===== config.mk =====
export PLATFORM = sky130hd
export DESIGN_NAME = dmem_arbiter_flat
export DESIGN_NICKNAME = d
export VERILOG_FILES = /design/src/rtl/dmem_arbiter_if.sv /design/src/rtl/dmem_arbiter.sv /design/src/flat_wrapper.sv
export SDC_FILE = /design/constraint.sdc
export NUM_CORES = 1
export LEC_CHECK = 0
export ABC_AREA = 1
export ABC_CLOCK_PERIOD_IN_PS = 9400
export CAP_MARGIN = 20
export CORE_MARGIN = 5
export CORE_UTILIZATION = 40
export CTS_BUF_LIST = sky130_fd_sc_hd__clkbuf_16
export DETAILED_ROUTE_END_ITERATION = 7
export GPL_ROUTABILITY_DRIVEN = 0
export PLACE_DENSITY_LB_ADDON = 0.05
export SLEW_MARGIN = 30
export SYNTH_ARGS = -nofsm -noshare
export SYNTH_HDL_FRONTEND = slang
export SYNTH_SLANG_ARGS = --single-unit

===== constraint.sdc =====
create_clock -name clk_i -period 9.4 [get_ports clk_i]
set_input_delay 0.94 -clock clk_i [delete_from_list [all_inputs] [get_ports clk_i]]
set_output_delay 0.94 -clock clk_i [all_outputs]
set_load 0.01 [all_outputs]

===== src/rtl/dmem_arbiter_if.sv =====
// Requester-side bundle of the data-memory arbiter: two request ports with their acks and read data.
// master = the two requesters, slave = the arbiter.
interface dmem_arbiter_if;
    localparam int unsigned DW = 32;

    logic          req0;
    logic          req1;
    logic          we0;
    logic          we1;
    logic [DW-1:0] addr0;
    logic [DW-1:0] addr1;
    logic [DW-1:0] wdata0;
    logic [DW-1:0] wdata1;
    logic          ack0;
    logic          ack1;
    logic [DW-1:0] rdata0;
    logic [DW-1:0] rdata1;

    modport master (
        output req0, req1, we0, we1, addr0, addr1, wdata0, wdata1,
        input  ack0, ack1, rdata0, rdata1
    );

    modport slave (
        input  req0, req1, we0, we1, addr0, addr1, wdata0, wdata1,
        output ack0, ack1, rdata0, rdata1
    );
endinterface


===== src/rtl/dmem_arbiter.sv =====
// Two-port data-memory arbiter, one access in flight: IDLE -> ACCESS (ACCESS_CYCLES) -> RESP.
// Define DMEM_ARB_RR_EN for round-robin arbitration; otherwise port 0 has fixed priority.
module dmem_arbiter #(
    parameter int unsigned ACCESS_CYCLES = 1
) (
    input  logic          clk_i,
    input  logic          rst_i,
    dmem_arbiter_if.slave bus,
    output logic          busy_o,
    output logic [31:0]   mem_address_o,
    output logic [31:0]   write_data_o,
    output logic          sig_mem_read_o,
    output logic          sig_mem_write_o,
    input  logic [31:0]   read_data_i
);
    localparam int unsigned DW = 32;
    localparam int unsigned CW = 4;

    typedef enum logic [1:0] {
        IDLE   = 2'd0,
        ACCESS = 2'd1,
        RESP   = 2'd2
    } state_e;

    state_e        state_q;
    logic [CW-1:0] cnt_q;
    logic          idx_q;
    logic          we_q;
    logic          busy_q;
    logic          rd_q;
    logic          wr_q;
    logic          ack0_q;
    logic          ack1_q;
    logic [DW-1:0] addr_q;
    logic [DW-1:0] wdata_q;
    logic [DW-1:0] rdata0_q;
    logic [DW-1:0] rdata1_q;

    logic          any_req_c;
    logic          win_idx_d;
    logic          win_we_d;
    logic [DW-1:0] win_addr_d;
    logic [DW-1:0] win_wdata_d;

    assign any_req_c = bus.req0 | bus.req1;

`ifdef DMEM_ARB_RR_EN
    // rr_q names the port that wins the next tie; it flips away from every grantee.
    logic rr_q;
    assign win_idx_d = (bus.req0 & bus.req1) ? rr_q : bus.req1;
`else
    assign win_idx_d = bus.req1 & ~bus.req0;
`endif

    assign win_we_d    = win_idx_d ? bus.we1    : bus.we0;
    assign win_addr_d  = win_idx_d ? bus.addr1  : bus.addr0;
    assign win_wdata_d = win_idx_d ? bus.wdata1 : bus.wdata0;

    // Arbitration FSM; every output comes straight from a register.
    always_ff @(posedge clk_i or posedge rst_i) begin
        if (rst_i) begin
            state_q  <= IDLE;
            cnt_q    <= '0;
            idx_q    <= 1'b0;
            we_q     <= 1'b0;
            busy_q   <= 1'b0;
            rd_q     <= 1'b0;
            wr_q     <= 1'b0;
            ack0_q   <= 1'b0;
            ack1_q   <= 1'b0;
            addr_q   <= '0;
            wdata_q  <= '0;
            rdata0_q <= '0;
            rdata1_q <= '0;
`ifdef DMEM_ARB_RR_EN
            rr_q     <= 1'b0;
`endif
        end else begin
            case (state_q)
                IDLE: begin
                    if (any_req_c) begin
                        state_q <= ACCESS;
                        idx_q   <= win_idx_d;
                        we_q    <= win_we_d;
                        addr_q  <= win_addr_d;
                        wdata_q <= win_wdata_d;
                        cnt_q   <= CW'(ACCESS_CYCLES - 1);
                        rd_q    <= ~win_we_d;
                        wr_q    <= win_we_d;
                        busy_q  <= 1'b1;
`ifdef DMEM_ARB_RR_EN
                        rr_q    <= ~win_idx_d;
`endif
                    end
                end
                ACCESS: begin
                    if (cnt_q == '0) begin
                        state_q <= RESP;
                        rd_q    <= 1'b0;
                        wr_q    <= 1'b0;
                        ack0_q  <= ~idx_q;
                        ack1_q  <= idx_q;
                        // Memory data is combinational on the held address; capture on the last edge.
                        if (!we_q) begin
                            if (idx_q) rdata1_q <= read_data_i;
                            else       rdata0_q <= read_data_i;
                        end
                    end else begin
                        cnt_q <= cnt_q - CW'(1);
                    end
                end
                RESP: begin
                    state_q <= IDLE;
                    ack0_q  <= 1'b0;
                    ack1_q  <= 1'b0;
                    busy_q  <= 1'b0;
                end
                default: begin
                    state_q <= IDLE;
                    rd_q    <= 1'b0;
                    wr_q    <= 1'b0;
                    ack0_q  <= 1'b0;
                    ack1_q  <= 1'b0;
                    busy_q  <= 1'b0;
                end
            endcase
        end
    end

    assign bus.ack0        = ack0_q;
    assign bus.ack1        = ack1_q;
    assign bus.rdata0      = rdata0_q;
    assign bus.rdata1      = rdata1_q;
    assign busy_o          = busy_q;
    assign mem_address_o   = addr_q;
    assign write_data_o    = wdata_q;
    assign sig_mem_read_o  = rd_q;
    assign sig_mem_write_o = wr_q;

endmodule


===== src/flat_wrapper.sv =====
// flat-port wrapper written by rule: the top's interface ports become plain ports
module dmem_arbiter_flat 
#(
    parameter int unsigned ACCESS_CYCLES = 1
)
  (clk_i, rst_i, busy_o, mem_address_o, write_data_o, sig_mem_read_o, sig_mem_write_o, read_data_i, bus_req0, bus_req1, bus_we0, bus_we1, bus_addr0, bus_addr1, bus_wdata0, bus_wdata1, bus_ack0, bus_ack1, bus_rdata0, bus_rdata1);
  dmem_arbiter_if bus_i ();
  input  logic clk_i;
  input  logic rst_i;
  output logic busy_o;
  output logic [31:0] mem_address_o;
  output logic [31:0] write_data_o;
  output logic sig_mem_read_o;
  output logic sig_mem_write_o;
  input  logic [31:0] read_data_i;
  input wire logic [$bits(bus_i.req0)-1:0] bus_req0;
  input wire logic [$bits(bus_i.req1)-1:0] bus_req1;
  input wire logic [$bits(bus_i.we0)-1:0] bus_we0;
  input wire logic [$bits(bus_i.we1)-1:0] bus_we1;
  input wire logic [$bits(bus_i.addr0)-1:0] bus_addr0;
  input wire logic [$bits(bus_i.addr1)-1:0] bus_addr1;
  input wire logic [$bits(bus_i.wdata0)-1:0] bus_wdata0;
  input wire logic [$bits(bus_i.wdata1)-1:0] bus_wdata1;
  output wire logic [$bits(bus_i.ack0)-1:0] bus_ack0;
  output wire logic [$bits(bus_i.ack1)-1:0] bus_ack1;
  output wire logic [$bits(bus_i.rdata0)-1:0] bus_rdata0;
  output wire logic [$bits(bus_i.rdata1)-1:0] bus_rdata1;
  assign bus_i.req0 = bus_req0;
  assign bus_i.req1 = bus_req1;
  assign bus_i.we0 = bus_we0;
  assign bus_i.we1 = bus_we1;
  assign bus_i.addr0 = bus_addr0;
  assign bus_i.addr1 = bus_addr1;
  assign bus_i.wdata0 = bus_wdata0;
  assign bus_i.wdata1 = bus_wdata1;
  assign bus_ack0 = bus_i.ack0;
  assign bus_ack1 = bus_i.ack1;
  assign bus_rdata0 = bus_i.rdata0;
  assign bus_rdata1 = bus_i.rdata1;
  dmem_arbiter #(.ACCESS_CYCLES(ACCESS_CYCLES)) u_core (.clk_i(clk_i), .rst_i(rst_i), .bus(bus_i), .busy_o(busy_o), .mem_address_o(mem_address_o), .write_data_o(write_data_o), .sig_mem_read_o(sig_mem_read_o), .sig_mem_write_o(sig_mem_write_o), .read_data_i(read_data_i));
endmodule

Yosys cells after proc, flatten, opt, wreduce, memory -nomap -nowiden. Index checks and enable logic that the tools add are counted.

Flip-flop bits (word level): 141. Output and inout port bits: 133. Logic and storage cells: 59. Input port bits: 166.

Reduce and logical (&&, ||, !) cells: 11. Add/sub/neg operators: 1. Equality and inequality tests: 5. Muxes and demuxes: 20. Bitwise operators: 9.

Operator list (number): 32-bit two-way mux (2); 4-bit two-way mux (2); 4-bit one-hot mux with 2 select lines (1); 2-bit AND reduction (4); 4-bit AND reduction (2); 1-bit two-way mux (7); 1-bit inverter (7); 1-bit one-hot mux with 2 select lines (3); 1-bit one-hot mux with 3 select lines (2); 3-bit AND reduction (2); 4-bit zero test (1); 2-bit two-way mux (2); 2-bit by 1-bit inequality test with 1-bit output, second input constant (2); 2-bit one-hot mux with 2 select lines (1); 4-bit by 1-bit subtractor with 4-bit output, second input constant (1); 2-bit by 1-bit == test with 1-bit output, second input constant (1); 2-bit == test, second input constant (1); 2-bit zero test (1); 2-bit inequality test, second input constant (1); 2-bit nonzero test (1); 1-bit bitwise AND (1); 1-bit bitwise OR (1).

Longest topological paths before layout. Gate-level depths: netlist of the first run.

Word-level depth: 6. Mapped depth: 8. Mapped depth without buffers: 7.

Least setup slack after synthesis of the first run. No wires, ideal clock.

Kind: input port to flip-flop. From: in bus_req1. To: reg u_core.addr_q[10] (netlist: u_core.mem_address_o[10]). Arrival: 1.617 ns. Data required time: 9.276 ns. Setup slack: 7.659 ns. Stages: 6. Library setup time: 0.124 ns. Buffers on the path: 2. Path through: o21ai_4 inv_2 buf_4 buf_4 nor2_1 a21oi_1.

Cells in the longest elaborated chain, start to end: 2. Elaborated cells between the ends (all ways): 4. Classes of those cells: mux (1); bitwise (2); reduce/logical (1).

RTL lines: start, declared (line flat_wrapper.sv:17) `input wire logic [$bits(bus_i.req1)-1:0] bus_req1;`; 1-bit bitwise AND / 1-bit bitwise OR (equally long branches) (line dmem_arbiter.sv:52, dmem_arbiter.sv:45); 32-bit two-way mux / 2-bit AND reduction (equally long branches); end signal, assigned (line dmem_arbiter.sv:85) `addr_q <= win_addr_d;`; end, declared (line dmem_arbiter.sv:34) `logic [DW-1:0] addr_q;`.

Several ways; a longest one is shown, not always the timed one. A chain may end at the register's enable or synchronous reset.

Worst setup path in the final report of the first run.
From: in bus_req0. To: reg u_core.we_q.

Cells in the longest elaborated chain, start to end: 3. Elaborated cells between the ends (all ways): 5. Classes of those cells: mux (1); bitwise (3); reduce/logical (1).

RTL lines: start, declared (line flat_wrapper.sv:16) `input wire logic [$bits(bus_i.req0)-1:0] bus_req0;`; 1-bit inverter (line dmem_arbiter.sv:52) `assign win_idx_d = bus.req1 & ~bus.req0;`; 1-bit bitwise AND (line dmem_arbiter.sv:52); 1-bit two-way mux (line dmem_arbiter.sv:55) `assign win_we_d = win_idx_d ? bus.we1 : bus.we0;`; end signal, assigned (line dmem_arbiter.sv:84) `we_q <= win_we_d;`; end, declared (line dmem_arbiter.sv:28) `logic we_q;`.

Several ways; a longest one is shown, not always the timed one.

==> Flow_metrics.wiki, run 1 <==
{| class="wikitable"
! Metric !! Value
|-
| Largest buffer count on any clock path || 2
|-
| Cts-stage hold buffer count || 0
|-
| Wire length of the first global-routing pass || 33.0 mm
|-
| Layout cell share with drive strength beyond 1 || 0.0534
|-
| # Post-CTS Setup Buffers || 0
|-
| Unrepaired setup endpoints after global routing || no
|-
| Instance area at placement || 0.00904 mm2
|-
| Total detailed-routing wirelength || 20.6 mm
|-
| Remaining DRCs || 0
|-
| DRT antenna net count || 0
|-
| Commonest register cell after synthesis || sky130_fd_sc_hd__dfrtp_1
|-
| Final hold vios || 0
|-
| Chip width || 133 um
|-
| Ports placed on the boundary || 299
|-
| Startpoint of the lowest-slack register-to-register path || u_core.cnt_q[0]$_DFFE_PP0P_
|-
| Drt first-iter violations || 413
|-
| Measured slew at the worst slew-check pin || 0.796 ns
|-
| Largest net degree at the start of global routing || 78
|-
| Async set or reset register ratio after synthesis || 1.00
|-
| Final-report max-slew violation count || 0
|-
| Count of placed standard cells in the final layout, fillers left out || 1178
|-
| Clock latency at the later pin of the worst-skew pair || 0.42 ns
|-
| Core Region || 0.0146 mm2
|-
| Warnings, synthesis || 0
|-
| Fin Setup TNS || 0 ns
|-
| Worst reg2reg endpoint || u_core.bus.rdata1[10]$_DFFE_PP0P_
|-
| Maximum net fanout on the critical path || 72
|-
| Leakage || 0.00427 uW
|-
| Type of origin of the critical path || input port
|-
| Count of buffers inserted at the top-level ports || 298
|-
| Sequential fraction of design power || 0.327
|-
| Total power per unit cell area || 346 mW/mm2
|-
| Headroom to the max-slew limit || 0.470
|-
| Switching fraction of total power || 0.362
|-
| Net switching power of the design || 1210 uW
|-
| Clock Power Share || 0.214
|-
| Sinks on Clock Net || 141
|-
| Number of antenna violations at the first check in global routing || 2
|-
| Portion of the post-synthesis area used by sequential elements || 0.587
|-
| Net count after synthesis || 867
|-
| Detailed Place HPWL || 14.7 mm
|-
| Classification of the worst setup path || in -> reg
|-
| Biggest area contributors in the synthesized netlist || sky130_fd_sc_hd__dfrtp_1 59%, sky130_fd_sc_hd__nand2_1 15%, sky130_fd_sc_hd__a21oi_1 11%, sky130_fd_sc_hd__nor2_1 4.5%, sky130_fd_sc_hd__nand3_1 2.7%
|-
| First element of the critical path || bus_req0
|-
| Most common library cells after synthesis || 242 x sky130_fd_sc_hd__nand2_1, 141 x sky130_fd_sc_hd__dfrtp_1, 129 x sky130_fd_sc_hd__a21oi_1, 72 x sky130_fd_sc_hd__nor2_1, 33 x sky130_fd_sc_hd__nand3_1
|-
| Cell chosen for the clock root || sky130_fd_sc_hd__clkbuf_16
|-
| Routed wirelength normalized by instance count || 17.5 um
|-
| Number of enable-type register cells in the synthesized netlist || 0
|-
| Total overflow reported by the global router || 0
|-
| Crit path time final || 2.82 ns
|-
| CTS HTree Levels || 4
|-
| Worst IR drop on VDD || 0.259 mV
|-
| Die H || 133 um
|-
| Number of setup violations in the final report || 0
|-
| Capturing instance or port of the critical path || u_core.we_q$_DFFE_PP0P_
|-
| Arrival time at the worst endpoint || 3.09 ns
|-
| Vias in the first global route || 6212
|-
| Avg Synthesized Cell Area || 8.59 um2
|-
| Distinct cell type count after synthesis || 23
|-
| Leading area contributor after synthesis || sky130_fd_sc_hd__dfrtp_1
|-
| TritonCTS clock tree || yes
|-
| Area growth from synthesis to layout || 60.9%
|-
| Tot GR Track Use || 0.235
|-
| Routed vias || 5970
|-
| Final Cycle Share || 0.300
|-
| Setup clock skew after layout || 0.00740 ns
|-
| Floorplan die area || 0.0176 mm2
|-
| Relative contribution of combinational cells to total power || 0.459
|-
| Flop2flop setup slack || 6.90 ns
|-
| Cts bufs inserted || 17
|-
| Via-per-instance ratio || 5.07
|-
| Placement row count || 44
|-
| Initial core utilization || 0.411
|-
| Number of violations of the max-capacitance limit || 0
|-
| Class of the worst hold path || reg -> reg
|-
| DP Worst Slack || 6.17 ns
|-
| Post-route cell area || 0.00968 mm2
|-
| Fin worst setup slack || 6.58 ns
|-
| # resized after CTS || 0
|-
| Most frequently used cell type in the post-synthesis netlist || sky130_fd_sc_hd__nand2_1
|-
| First-pass iteration count of the detailed router || 5
|-
| Post-synth design cell area || 0.00601 mm2
|-
| Flop and latch count out of synthesis || 141
|-
| Internal power || 2130 uW
|-
| Worst Reg2Reg Path Length in Cells || 7
|-
| Critical path required time || 9.67 ns
|-
| Post-synth top area share || 0.587
|-
| Synth Instances || 700
|-
| CTS clk-pin slew, worst paths || 0.06 ns
|-
| Result of the run || finished, final reports clean
|-
| Maximum operating frequency || 0.355 GHz
|-
| Number of placed cells counting well taps || 1144
|-
| Nets || 1146
|-
| Minimum hold slack || 0.469 ns
|-
| Endpoint kind of the worst setup timing path || flip-flop
|}
## critical path, stage by stage
cell,delay [ns]
sky130_fd_sc_hd__clkdlybuf4s50_1,0.51
sky130_fd_sc_hd__o21ai_4,0.15
sky130_fd_sc_hd__buf_4,0.65
sky130_fd_sc_hd__inv_4,0.44
sky130_fd_sc_hd__nand2_1,0.23
sky130_fd_sc_hd__o21ai_1,0.08
## placed cells by master, fill, tap and decap left out, types with 2 or more instances in the layout
| cell | netlist | routed |
|---|---|---|
| sky130_fd_sc_hd__o21ai_0 | 8 | 8 |
| sky130_fd_sc_hd__clkbuf_16 | 0 | 17 |
| sky130_fd_sc_hd__a21oi_1 | 129 | 129 |
| sky130_fd_sc_hd__clkinv_2 | 0 | 3 |
| sky130_fd_sc_hd__bufinv_16 | 0 | 5 |
| sky130_fd_sc_hd__diode_2 | 0 | 2 |
| sky130_fd_sc_hd__nand4_1 | 2 | 2 |
| sky130_fd_sc_hd__clkdlybuf4s50_1 | 0 | 298 |
| sky130_fd_sc_hd__clkinvlp_4 | 0 | 3 |
| sky130_fd_sc_hd__inv_1 | 11 | 11 |
| sky130_fd_sc_hd__nand2_1 | 242 | 241 |
| sky130_fd_sc_hd__clkinv_1 | 0 | 3 |
| sky130_fd_sc_hd__nor2_2 | 2 | 2 |
| sky130_fd_sc_hd__dfrtp_1 | 141 | 141 |
| sky130_fd_sc_hd__inv_2 | 4 | 2 |
| sky130_fd_sc_hd__buf_4 | 7 | 4 |
| sky130_fd_sc_hd__nor2_1 | 72 | 71 |
| sky130_fd_sc_hd__nand3_1 | 33 | 33 |
| sky130_fd_sc_hd__nand2_2 | 6 | 7 |
| sky130_fd_sc_hd__inv_4 | 0 | 2 |
## power groups by stage
stage,combinational (uW),clock (uW),sequential (uW)
floorplan,592,0,1210
global placement,1520,0,1080
detailed placement,1550,0,1090
CTS,1550,728,1090
global route,1680,759,1130
finish,1540,717,1090
## kinds of logic (layout without fill, tap and decap cells)
| group | Yosys count | in the layout | share of synthesized area |
|---|---|---|---|
| flops | 141 | 141 | 0.587 |
| other cells | 0 | 2 | 0 |
| simple gates | 361 | 361 | 0.243 |
| buf+inv | 58 | 350 | 0.0503 |
| compound gates | 139 | 139 | 0.118 |
| fa+ha+maj | 1 | 1 | 0.00208 |
## area by class of cell
class / count / area, um2
clock inverters: 15 / 203
well taps: 184 / 230
diodes: 2 / 5.00
fillers: 1172 / 4970
clock buffers: 17 / 425
inverters: 15 / 66.3
multi-input cells: 501 / 2190
repair buffers: 303 / 3020
flip-flops and latches: 141 / 3530
## state kept, by name (all words and copies together), names as in the netlist
name and count:
u_core.bus.ack0 1, u_core.bus.ack1 1, u_core.bus.rdata0 32, u_core.bus.rdata1 32, u_core.busy_o 1, u_core.cnt_q 4
u_core.idx_q 1, u_core.mem_address_o 32, u_core.sig_mem_read_o 1, u_core.sig_mem_write_o 1, u_core.state_q 2, u_core.we_q 1
u_core.write_data_o 32
## stage by stage
| stage | power, uW | util |
|---|---|---|
| after floorplan | 1810 | - |
| after global placement | 2600 | 0.617 |
| after detailed placement | 2640 | 0.617 |
| after CTS | 3380 | 0.660 |
| after global routing | 3570 | 0.661 |
| final | 3350 | 0.661 |
## worst min-delay path by stage
stage	startpoint	end	slack, ns	depth (start not counted)
finish	u_core.bus.rdata0[27]$_DFFE_PP0P_	u_core.bus.rdata0[27]$_DFFE_PP0P_	0.47	2
detailed placement	u_core.bus.rdata0[27]$_DFFE_PP0P_	u_core.bus.rdata0[27]$_DFFE_PP0P_	0.46	2
global route	u_core.bus.rdata0[19]$_DFFE_PP0P_	u_core.bus.rdata0[19]$_DFFE_PP0P_	0.49	2
global placement	u_core.bus.rdata0[28]$_DFFE_PP0P_	u_core.bus.rdata0[28]$_DFFE_PP0P_	0.46	2
floorplan	u_core.cnt_q[3]$_DFFE_PP0P_	u_core.cnt_q[3]$_DFFE_PP0P_	0.50	2
CTS	u_core.bus.rdata0[27]$_DFFE_PP0P_	u_core.bus.rdata0[27]$_DFFE_PP0P_	0.47	2
## layer usage
| metal | global-route usage | share of wire | vias to the layer above |
|---|---|---|---|
| met1 | 0.285 | 0.40 | 2839 |
| met4 | 0.0849 | 0.024 | 0 |
| li1 | - | - | 2812 |
| met3 | 0.0877 | 0.092 | 32 |
| met2 | 0.384 | 0.49 | 287 |
| met5 | 0 | 0 | - |
No activity file was read; power rests on OpenSTA's default activity.
==> run 2, diff against run 1 <==
- ABC_CLOCK_PERIOD_IN_PS: 9400 -> 2420
- CORE_UTILIZATION: 40 -> 37
- clock period: 9.4 -> 2.42 ns (I/O delays scaled with it)
==> run 2 against run 1 <==
Compared with the run above:
- non-clock buffer count is 7 higher
- power grew to 3.9 times the previous value
- clock skew is 0.0010 ns lower
- final cell count is 3.1% higher
- combinational power grew to 3.9 times the previous value
- global-route usage is 2.6 points lower
- register-to-register slack worse by 6.2 ns
- core utilization is 4.6 points lower
- critical path type is now reg -> reg
- highest routed layer unchanged
==> Flow_metrics.wiki, run 2 (synthesized netlist as in run 1, its figures left out) <==
{| class="wikitable"
! Metric !! Value
|-
| Result of the run || finished, final reports clean
|-
| Initial core utilization || 0.377 (-0.0335)
|-
| Unrepaired setup endpoints after global routing || no
|-
| Worst IR drop on VDD || 0.684 mV (+160%)
|-
| Remaining DRCs || 0 (unchanged)
|-
| Arrival time at the worst endpoint || 2.02 ns (-1.07 ns)
|-
| First element of the critical path || u_core.cnt_q[0]$_DFFE_PP0P_
|-
| Layout cell share with drive strength beyond 1 || 0.0591 (+0.00569)
|-
| Drt first-iter violations || 329 (-20%)
|-
| Leakage || 0.00431 uW (+0.99%)
|-
| Final antenna diode count || 0 (-2)
|-
| Classification of the worst setup path || reg -> reg
|-
| Number of placed cells counting well taps || 1183 (+3.4%)
|-
| CTS HTree Levels || 4 (unchanged)
|-
| Final hold vios || 0 (unchanged)
|-
| # resized after CTS || 0 (unchanged)
|-
| Final Cycle Share || 0.691
|-
| CTS clk-pin slew, worst paths || 0.06 ns (about the same)
|-
| Nets || 1153 (+0.61%)
|-
| Type of origin of the critical path || flip-flop
|-
| Class of the worst hold path || in -> async
|-
| Critical path required time || 2.77 ns (-6.90 ns)
|-
| Count of placed standard cells in the final layout, fillers left out || 1214 (+3.1%)
|-
| Placement row count || 46 (+4.5%)
|-
| Number of antenna violations at the first check in global routing || 0 (-2)
|-
| Cell chosen for the clock root || sky130_fd_sc_hd__clkbuf_16
|-
| Die H || 137 um (+3.7%)
|-
| Total overflow reported by the global router || 0 (unchanged)
|-
| Endpoint kind of the worst setup timing path || flip-flop
|-
| Detailed Place HPWL || 14.0 mm (-4.9%)
|-
| Cts-stage hold buffer count || 0 (unchanged)
|-
| Flop2flop setup slack || 0.75 ns (-6.15 ns)
|-
| Cts bufs inserted || 17 (unchanged)
|-
| Crit path time final || 1.67 ns
|-
| Setup clock skew after layout || 0.00636 ns (-0.00105 ns)
|-
| Largest buffer count on any clock path || 2 (unchanged)
|-
| Maximum net fanout on the critical path || 32 (-56%)
|-
| Chip width || 137 um (+3.7%)
|-
| Maximum operating frequency || 0.598 GHz
|-
| Total power per unit cell area || 1320 mW/mm2 (+280%)
|-
| Fin Setup TNS || 0 ns (unchanged)
|-
| Measured slew at the worst slew-check pin || 0.682 ns (-0.114 ns)
|-
| Count of buffers inserted at the top-level ports || 298 (unchanged)
|-
| Via-per-instance ratio || 4.74 (-6.4%)
|-
| DRT antenna net count || 0 (unchanged)
|-
| Floorplan die area || 0.0189 mm2 (+7.5%)
|-
| TritonCTS clock tree || yes
|-
| First-pass iteration count of the detailed router || 5 (unchanged)
|-
| Ports placed on the boundary || 299 (unchanged)
|-
| Largest net degree at the start of global routing || 72 (-7.7%)
|-
| # Post-CTS Setup Buffers || 0 (unchanged)
|-
| Clock latency at the later pin of the worst-skew pair || 0.41 ns (about the same)
|-
| Number of violations of the max-capacitance limit || 0 (unchanged)
|-
| Final-report max-slew violation count || 0 (unchanged)
|-
| Total detailed-routing wirelength || 20.0 mm (-3.1%)
|-
| Capturing instance or port of the critical path || u_core.bus.rdata1[1]$_DFFE_PP0P_
|-
| Worst reg2reg endpoint || u_core.bus.rdata1[1]$_DFFE_PP0P_
|-
| Startpoint of the lowest-slack register-to-register path || u_core.cnt_q[0]$_DFFE_PP0P_
|-
| Headroom to the max-slew limit || 0.545 (+0.0758)
|-
| Routed wirelength normalized by instance count || 16.4 um (-6.0%)
|-
| Sinks on Clock Net || 141 (unchanged)
|-
| Vias in the first global route || 5905 (-4.9%)
|-
| Area growth from synthesis to layout || 62.9%
|-
| Most used cells in the layout excluding fill and tap cells || 298 x sky130_fd_sc_hd__clkdlybuf4s50_1, 242 x sky130_fd_sc_hd__nand2_1, 141 x sky130_fd_sc_hd__dfrtp_1
|-
| Worst Reg2Reg Path Length in Cells || 7 (unchanged)
|-
| Core Region || 0.0159 mm2 (+8.9%)
|-
| Most common cell after layout, fill and taps aside || sky130_fd_sc_hd__clkdlybuf4s50_1
|-
| Fin worst setup slack || 0.748 ns (-5.84 ns)
|-
| Tot GR Track Use || 0.209 (-0.0259)
|-
| DP Worst Slack || 0.395 ns (-5.78 ns)
|-
| Number of setup violations in the final report || 0 (unchanged)
|-
| Routed vias || 5759 (-3.5%)
|-
| Wire length of the first global-routing pass || 30.8 mm (-6.9%)
|}
-- run 2: cell count changes in the layout (fill, tap and decap cells not counted), moves of 2 or more --
cell                      before  now
sky130_fd_sc_hd__diode_2       2    0
sky130_fd_sc_hd__buf_12        0    6
sky130_fd_sc_hd__buf_4         4    6
sky130_fd_sc_hd__inv_2         2    4
sky130_fd_sc_hd__inv_4         2    0
-- run 2: critical path, stage by stage, from the launching register on --
cell and delay, ns:
sky130_fd_sc_hd__dfrtp_1 0.37, sky130_fd_sc_hd__inv_1 0.11, sky130_fd_sc_hd__ha_1 0.21, sky130_fd_sc_hd__nand2_2 0.15
sky130_fd_sc_hd__nor3_4 0.17, sky130_fd_sc_hd__buf_4 0.38, sky130_fd_sc_hd__nand2_1 0.11, sky130_fd_sc_hd__nand2_1 0.08
-- run 2: metal layers --
layer | wire, um | vias to the layer above | global-route usage
li1 | - | 2819 | -
met4 | 443 | 0 | 0.0754
met3 | 2220 | 31 | 0.0869
met1 | 8070 | 2676 | 0.261
met2 | 9230 | 233 | 0.324
met5 | 0 | - | 0
-- run 2: worst min-delay path by stage --
| stage | from | slack (ns) | depth (start not counted) | endpoint |
|---|---|---|---|---|
| 6_report | rst_i | 0.22 | 2 | u_core.write_data_o[25]$_DFFE_PP0P_ |
| 5_1_grt | rst_i | 0.26 | 2 | u_core.write_data_o[18]$_DFFE_PP0P_ |
| 4_1_cts | rst_i | 0.22 | 2 | u_core.write_data_o[25]$_DFFE_PP0P_ |
| 3_3_place_gp | u_core.bus.rdata0[23]$_DFFE_PP0P_ | 0.45 | 2 | u_core.bus.rdata0[23]$_DFFE_PP0P_ |
| 3_5_place_dp | u_core.bus.rdata0[7]$_DFFE_PP0P_ | 0.46 | 2 | u_core.bus.rdata0[7]$_DFFE_PP0P_ |
| 2_1_floorplan | read_data_i[15] | 0.35 | 2 | u_core.bus.rdata1[15]$_DFFE_PP0P_ |
-- run 2: layout make-up --
| cell class | count | area (um2) |
|---|---|---|
| well taps | 216 | 270 |
| inverters | 15 | 60.1 |
| clock inverters | 14 | 178 |
| fillers | 1481 | 6140 |
| repair buffers | 310 | 3150 |
| clock buffers | 17 | 425 |
| flip-flops and latches | 141 | 3530 |
| multi-input cells | 501 | 2190 |
-- run 2: where the power goes --
group / total [uW] / internal (uW) / switching [uW]
logic: 6080 / 3040 / 3040
registers: 4190 / 3550 / 637
clock network: 2680 / 1700 / 976
-- run 2: metrics by stage --
step	utilization	total power [uW]	hold WS [ns]	cell area [um2]
floorplan	-	7010	0.346	6020
global placement	0.577	10300	0.453	9200
detailed placement	0.577	10400	0.457	9200
CTS	0.615	13100	0.222	9800
global route	0.615	13900	0.262	9800
finish	0.615	12900	0.220	9800
==> run 3, diff against run 2 <==
- ABC_CLOCK_PERIOD_IN_PS: 2420 -> 1700
- CORE_UTILIZATION: 37 -> 40
- clock period: 2.42 -> 1.7 ns (I/O delays scaled with it)
==> run 3 against run 2 <==
Compared with the run above:
- register-to-register slack got worse by 0.63 ns
- power is 43% higher
- flip-flop and latch count unchanged
- fmax grew 5.9%
- clock skew increased by 0.0032 ns
- cell area rose by 1.2%
- first-iteration DRC count rose by 4.3%
- final cell count fell by 1.8%
- clock power grew 37%
- count of clock-buffer cells in the layout unchanged
==> Flow_metrics.wiki, run 3 (synthesized netlist as in run 1, its figures left out) <==
{| class="wikitable"
! Metric !! Value
|-
| Cts-stage hold buffer count || 0 (unchanged)
|-
| Count of buffers inserted at the top-level ports || 298 (unchanged)
|-
| Headroom to the max-slew limit || 0.686 (+0.140)
|-
| Core Region || 0.0146 mm2 (-8.1%)
|-
| Number of setup violations in the final report || 0 (unchanged)
|-
| Placement row count || 44 (-4.3%)
|-
| Minimum hold slack || 0.131 ns (-0.0893 ns)
|-
| Met1 Usage GRT || 0.269 (+0.00814)
|-
| Fraction of met3 tracks used by global routing || 0.0968 (+0.00989)
|-
| Total power per unit cell area || 1870 mW/mm2 (+42%)
|-
| Clock latency at the later pin of the worst-skew pair || 0.42 ns (about the same)
|-
| Unrepaired setup endpoints after global routing || no
|-
| Leakage || 0.00438 uW (+1.7%)
|-
| Endpoint kind of the worst setup timing path || flip-flop
|-
| Final antenna diode count || 0 (unchanged)
|-
| Remaining DRCs || 0 (unchanged)
|-
| TritonCTS clock tree || yes
|-
| Final Cycle Share || 0.928 (+0.237)
|-
| Most common cell after layout, fill and taps aside || sky130_fd_sc_hd__clkdlybuf4s50_1
|-
| Arrival time at the worst endpoint || 1.88 ns (-0.14 ns)
|-
| Number of antenna violations at the first check in global routing || 0 (unchanged)
|-
| Final hold vios || 0 (unchanged)
|-
| First-pass iteration count of the detailed router || 5 (unchanged)
|-
| Total overflow reported by the global router || 0 (unchanged)
|-
| Floorplan die area || 0.0176 mm2 (-7.0%)
|-
| Ports placed on the boundary || 299 (unchanged)
|-
| Classification of the worst setup path || reg -> reg
|-
| Vias in the first global route || 6209 (+5.1%)
|-
| Maximum operating frequency || 0.634 GHz (+5.9%)
|-
| Result of the run || finished, final reports clean
|-
| DRT antenna net count || 0 (unchanged)
|-
| Nets || 1162 (+0.78%)
|-
| Worst IR drop on VDD || 0.770 mV (+13%)
|-
| Via-per-instance ratio || 4.95 (+4.4%)
|-
| Number of placed cells counting well taps || 1160 (-1.9%)
|-
| Measured slew at the worst slew-check pin || 0.471 ns (-0.211 ns)
|-
| Layout cell share with drive strength beyond 1 || 0.0665 (+0.00735)
|-
| CTS HTree Levels || 4 (unchanged)
|-
| Wire length of the first global-routing pass || 33.0 mm (+7.2%)
|-
| Sinks on Clock Net || 141 (unchanged)
|-
| Crit path time final || 1.58 ns (-0.0937 ns)
|-
| Routed vias || 5905 (+2.5%)
|-
| Cell chosen for the clock root || sky130_fd_sc_hd__clkbuf_16
|-
| Met2 track utilization from global routing || 0.393 (+0.0688)
|-
| Number of violations of the max-capacitance limit || 0 (unchanged)
|-
| Final Core Density || 0.677 (+0.0626)
|-
| Largest net degree at the start of global routing || 66 (-8.3%)
|-
| Die H || 133 um (-3.5%)
|-
| Type of origin of the critical path || flip-flop
|-
| Total detailed-routing wirelength || 20.3 mm (+1.5%)
|-
| Grt peak-use layer || met2
|-
| Critical path required time || 2.00 ns (-0.77 ns)
|-
| Count of placed standard cells in the final layout, fillers left out || 1192 (-1.8%)
|-
| Final-report max-slew violation count || 0 (unchanged)
|-
| Maximum net fanout on the critical path || 32 (unchanged)
|-
| Routed wirelength normalized by instance count || 17.0 um (+3.4%)
|-
| Largest buffer count on any clock path || 2 (unchanged)
|-
| Cts bufs inserted || 17 (unchanged)
|-
| Detailed Place HPWL || 14.9 mm (+6.7%)
|-
| Setup clock skew after layout || 0.00960 ns (+0.00324 ns)
|-
| Tot GR Track Use || 0.233 (+0.0241)
|-
| Class of the worst hold path || in -> async
|-
| Drt first-iter violations || 343 (+4.3%)
|-
| Area growth from synthesis to layout || 64.9%
|-
| CTS clk-pin slew, worst paths || 0.06 ns (about the same)
|-
| Most used cells in the layout excluding fill and tap cells || 298 x sky130_fd_sc_hd__clkdlybuf4s50_1, 242 x sky130_fd_sc_hd__nand2_1, 141 x sky130_fd_sc_hd__dfrtp_1
|-
| Initial core utilization || 0.411 (+0.0335)
|-
| Chip width || 133 um (-3.5%)
|}
run 3: cell count changes in the layout (fill, tap and decap cells not counted), sizes merged:
cell    delta
buf        +9
clkinv     +2
bufinv     -1
run 3: repair_timing:
| item | 4_1_cts | 5_1_grt |
|---|---|---|
| setup buffers | 0 | 0 |
| endpoints found under the setup margin | 0 | 64 |
| resized for setup | 0 | 3 |
| endpoints found under the hold margin | 0 | 0 |
run 3: worst paths after layout:
kind / depth (start not counted) / slack, ns / endpoint / from
worst max register to register: 8 / 0.12 / u_core.bus.rdata1[31]$_DFFE_PP0P_ / u_core.cnt_q[0]$_DFFE_PP0P_
worst min register to register: 2 / 0.47 / u_core.sig_mem_write_o$_DFFE_PP0P_ / u_core.sig_mem_write_o$_DFFE_PP0P_
worst max-delay path: 8 / 0.12 / u_core.bus.rdata1[31]$_DFFE_PP0P_ / u_core.cnt_q[0]$_DFFE_PP0P_
min in group clk_i: 3 / 0.31 / u_core.write_data_o[2]$_DFFE_PP0P_ / bus_wdata1[2]
worst min-delay path: 2 / 0.13 / u_core.bus.rdata0[28]$_DFFE_PP0P_ / rst_i
max in group asynchronous: 3 / 1.07 / u_core.write_data_o[13]$_DFFE_PP0P_ / rst_i
run 3: critical path, stage by stage (launching register included):
cell                      delay, ns
sky130_fd_sc_hd__dfrtp_1       0.39
sky130_fd_sc_hd__inv_1         0.11
sky130_fd_sc_hd__ha_1          0.24
sky130_fd_sc_hd__nand2_4       0.11
sky130_fd_sc_hd__nor2_8        0.15
sky130_fd_sc_hd__nand3_2       0.08
sky130_fd_sc_hd__buf_6         0.20
sky130_fd_sc_hd__nand2_1       0.10
sky130_fd_sc_hd__nand2_1       0.07
run 3: report_power, final:
group          internal [uW]  switching [uW]
clock                   2270            1410
sequential              5060             981
combinational           4460            4360
run 3: area by class of cell:
cell class                 count  area, um2
inverter                      15       60.1
timing repair buffer         319       3320
sequential                   141       3530
tap                          184        230
clock inverter                15        155
clock buffer                  17        425
fill                        1171       4730
multi-input combinational    501       2200
run 3: metrics by stage:
stage | power, uW | area, um2 | setup TNS [ns] | worst slack, ns
6_report | 18500 | 9920 | 0 | 0.122
5_1_grt | 19800 | 9920 | 0 | 0.0223
4_1_cts | 18700 | 9910 | 0 | 0.0238
3_5_place_dp | 14900 | 9330 | 0 | 0.0548
3_3_place_gp | 14700 | 9330 | 0 | 0.109
2_1_floorplan | 9980 | 6020 | -32.86 | -0.233
run 3: per-layer routing:
metal,wire [um],up-vias
met5,0,-
met4,375,0
met3,2020,24
met2,10100,237
met1,7780,2804
li1,-,2840
